<file path="config.mk">
export PLATFORM = sky130hd
export DESIGN_NAME = regfile_sb
export DESIGN_NICKNAME = d
export VERILOG_FILES = /design/src/rtl/regfile_sb.sv
export SDC_FILE = /design/constraint.sdc
export NUM_CORES = 1
export LEC_CHECK = 0
export ABC_AREA = 1
export CAP_MARGIN = 10
export CORE_ASPECT_RATIO = 1.75
export CORE_UTILIZATION = 35
export CTS_CLUSTER_DIAMETER = 60
export CTS_CLUSTER_SIZE = 30
export DETAILED_ROUTE_END_ITERATION = 10
export PLACE_DENSITY = 0.65
export REMOVE_ABC_BUFFERS = 1
export SYNTH_ARGS = -nofsm -noshare
export SYNTH_HDL_FRONTEND = slang
export SYNTH_SLANG_ARGS = --single-unit
</file>
<file path="constraint.sdc">
create_clock -name clk -period 2.1 [get_ports clk]
set_input_delay 0.21 -clock clk [delete_from_list [all_inputs] [get_ports clk]]
set_output_delay 0.21 -clock clk [all_outputs]
set_load 0.03 [all_outputs]
</file>
<file path="src/rtl/regfile_sb.sv">
// regfile_sb: register file with per-register scoreboard, bypassed read ports and flat debug bus
module regfile_sb #(
    parameter int WIDTH   = 8,
    parameter int DEPTH   = 8,
    parameter int AW      = $clog2(DEPTH),
    parameter int ZERO_R0 = 0,
    parameter int BYPASS  = 1
) (
    input  logic                   clk,
    input  logic                   rst,
    input  logic                   we,
    input  logic [AW-1:0]          waddr,
    input  logic [WIDTH-1:0]       wdata,
    input  logic                   rsv,
    input  logic [AW-1:0]          rsv_addr,
    input  logic [AW-1:0]          sa,
    input  logic [AW-1:0]          sb,
    output logic [WIDTH-1:0]       opa,
    output logic [WIDTH-1:0]       opb,
    output logic                   rdy_a,
    output logic                   rdy_b,
    output logic [DEPTH-1:0]       busy,
    output logic [WIDTH*DEPTH-1:0] dbg_regs
);
    logic [WIDTH-1:0] mem [DEPTH];
    logic wok, byp_a, byp_b, za, zb;

    // a write to r0 is discarded when r0 is hardwired to zero
    assign wok   = we && !(ZERO_R0 != 0 && waddr == '0);
    assign byp_a = BYPASS != 0 && wok && waddr == sa;
    assign byp_b = BYPASS != 0 && wok && waddr == sb;
    assign za    = ZERO_R0 != 0 && sa == '0;
    assign zb    = ZERO_R0 != 0 && sb == '0;

    // storage and scoreboard; a reserve wins over a same-cycle write to the same register
    always_ff @(posedge clk or posedge rst) begin
        if (rst) begin
            for (int i = 0; i < DEPTH; i++) mem[i] <= '0;
            busy <= '0;
        end else begin
            if (wok) mem[waddr] <= wdata;
            for (int i = 0; i < DEPTH; i++)
                busy[i] <= (rsv && rsv_addr == AW'(i) && !(ZERO_R0 != 0 && i == 0)) ? 1'b1 :
                           (we && waddr == AW'(i)) ? 1'b0 : busy[i];
        end
    end

    // combinational read ports with optional forwarding of the in-flight write
    always_comb begin
        opa   = byp_a ? wdata : za ? '0 : mem[sa];
        opb   = byp_b ? wdata : zb ? '0 : mem[sb];
        rdy_a = byp_a || za || !busy[sa];
        rdy_b = byp_b || zb || !busy[sb];
    end

    for (genvar g = 0; g < DEPTH; g++) begin : g_dbg
        assign dbg_regs[g*WIDTH +: WIDTH] = mem[g];
    end
endmodule
</file>
==> summary.md <==
| Metric | Value |
|---|---|
| Status | `complete, no violations` |
| RSZ-0062 raised after global routing | `no` |
| Crit. End Element | `output pin` |
| Avg WL per Cell | `17.2 um` |
| Final core occ | `50.8%` |
| Vias in the first global route | `5028` |
| FF/Latch Area | `1800 sq um` |
| Period minus WS final | `2.02 ns` |
| Initial core utilization | `36.0%` |
| DP Cell Count | `960` |
| Routability congestion estimate | `0.929` |
| Root Driver | `clkbuf_16` |
| Die Ht | `152 um` |
| Non-filler cells, final | `976` |
| # fillers | `1225` |
| Clk sink count | `72` |
| CP Launch Type | `input pin` |
| Clock slew at reported path FFs | `0.06 ns` |
| Vias per cell | `5.16` |
| Cell taking the most area after synthesis | `dfrtp_1` |
| Synth top area share | `40.1%` |
| PortBufs | `113` |
| Largest net degree at the start of global routing | `73` |
| Post-route cell area | `6340 sq um` |
| Leakage | `3.20 nW` |
| Syn Inst Count | `670` |
| CP Max Fanout | `8` |
| DP HPWL | `12300 um` |
| Area of the core | `12500 sq um` |
| Clock Skews | `0 ns` |
| Synth-to-Final Area Change | `41.2%` |
| Initial antenna violation count | `1` |
| Mapped cell area | `4490 sq um` |
| Mapped Avg Cell Area | `6.71 sq um` |
| Worst-Margin Slew | `0.515 ns` |
| Total Power | `6.03 mW` |
| Kind of critical path | `in -> out` |
| Max Root-Sink Buffers | `2` |
| Seq cells post-synth | `72` |
| Max_cap viols | `0` |
| Worst VDD drop | `0.414 mV` |
| Total Wirelength | `16800 um` |
| Setup Viol. Count Final | `0` |
| Share of layout cells above drive strength 1 | `12.5%` |
| Most frequent cells in the layout | `242 x nand2_1, 132 x nand3_1, 93 x clkdlybuf4s50_1` |
| N_diodes | `0` |
| Full die area | `13300 sq um` |
| Max Freq | `494 MHz` |
| I/O pin cnt | `114` |
| Total GRT Usage | `26.4%` |
| Dpl cell area | `6000 sq um` |
| Top cells by area, synth | `dfrtp_1 40%, nand2_1 20%, nand3_1 15%` |
| Die X | `87.7 um` |
| First-pass DRT Iterations | `6` |
| Total gr overflow | `0` |
| PwrDens | `951 nW/um^2` |
| Slew margin rel. | `65.6%` |
| Residual DRC | `0` |
| Hold buffer count at cts | `0` |
| Worst Path Arrival | `1.81 ns` |
| First-pass GRT wire length | `26400 um` |
| Synth unique cells | `23` |
| Final period util | `96.4%` |
| Multi-input gate area in the final layout | `2210 sq um` |
| Inserted Clock Buffers | `9` |
| Clk Latency, worst-skew pair | `0.33 ns` |
| Initial drt markers | `301` |
| Seq/Total Area, Yosys | `40.1%` |
| Final Hold Fails | `0` |
| Yosys warns | `0` |
| Worst Path Required | `1.89 ns` |
| Commonest non-fill, non-tap cell in the layout | `nand2_1` |
| NumNets Final | `827` |
| Row count | `54` |
| HP Class | `in -> async` |
| Slew Limit Fails | `0` |
| H-tree depth | `3` |
| Fin Setup TNS | `0 ns` |
| Post-route ant nets | `0` |
| CTS tree | `done` |
| Via Count | `5040` |
worst max-delay path: stages:
cell and delay (ns):
clkdlybuf4s50_1 0.54, buf_4 0.19, inv_1 0.07, nand2_1 0.06, nand2_1 0.08, nor2_4 0.13, buf_6 0.17, nand3_1 0.08
nand2_1 0.10, buf_4 0.17
metal layers:
metal  share of wire (%)  global-route usage, %  up-vias
li1                    -                      -     2408
met1                  40                   31.9     2357
met2                  51                   45.5      226
met3                 5.3                   4.02       49
met4                 3.5                   11.1        0
met5                   0                      0        -
stage by stage:
stage | worst slack [ns] | hold WS (ns)
2_1_floorplan | 0.0651 | 0.305
3_3_place_gp | -0.178 | 0.496
3_5_place_dp | -0.183 | 0.506
4_1_cts | 0.0186 | 0.293
5_1_grt | 0.00927 | 0.317
6_report | 0.0755 | 0.276
Yosys cell counts (all sizes together):
| library cell | n |
|---|---|
| a21oi | 5 |
| a22o | 2 |
| a32o | 3 |
| buf | 29 |
| clkbuf | 5 |
| dfrtp | 72 |
| inv | 82 |
| nand2 | 251 |
| nand3 | 133 |
| nor2 | 15 |
| o211ai | 2 |
| o21ai | 69 |
| o31ai | 2 |
registers in the layout, summed over array words and instances, names as in the netlist:
name      flops
dbg_regs     64
busy          8
kinds of logic after synthesis:
group,after synthesis,share of synthesized area [%]
AOI/OAI and AO/OA,83,9.97
buffers and inverters,116,10.9
DFF,72,40.1
and+or+nand+nor,399,39.0
power by group:
part / internal, mW / total (mW) / switching (mW)
clock: 1.10 / 1.70 / 0.597
combinational: 0.936 / 2.41 / 1.48
sequential: 1.65 / 1.92 / 0.265
final timing paths:
kind                              startpoint      endpoint  slack [ns]  depth (start not counted)
worst max-delay path                waddr[1]        opb[0]        0.08                         10
worst min-delay path                     rst   dbg_regs[0]        0.28                          3
worst max register to register       busy[7]       busy[7]        1.27                          2
worst min register to register  dbg_regs[36]  dbg_regs[36]        0.51                          2
max in group asynchronous                rst       busy[6]        1.51                          3
min in group clk                dbg_regs[36]  dbg_regs[36]        0.51                          2
final cells by class:
cell class | count | share of cell area, %
clock buffer | 11 | 3.98
clock inverter | 5 | 1.24
inverter | 82 | 4.85
multi-input combinational | 482 | 34.8
sequential | 72 | 28.4
tap | 168 | 3.31
timing repair buffer | 156 | 23.4
timing repair:
action | CTS | global route
pin swaps | 0 | 0
buffers inserted | 0 | 0
resized for setup | 2 | 5
endpoints found under the setup margin | 2 | 14
(Power assumes the default switching activity.)
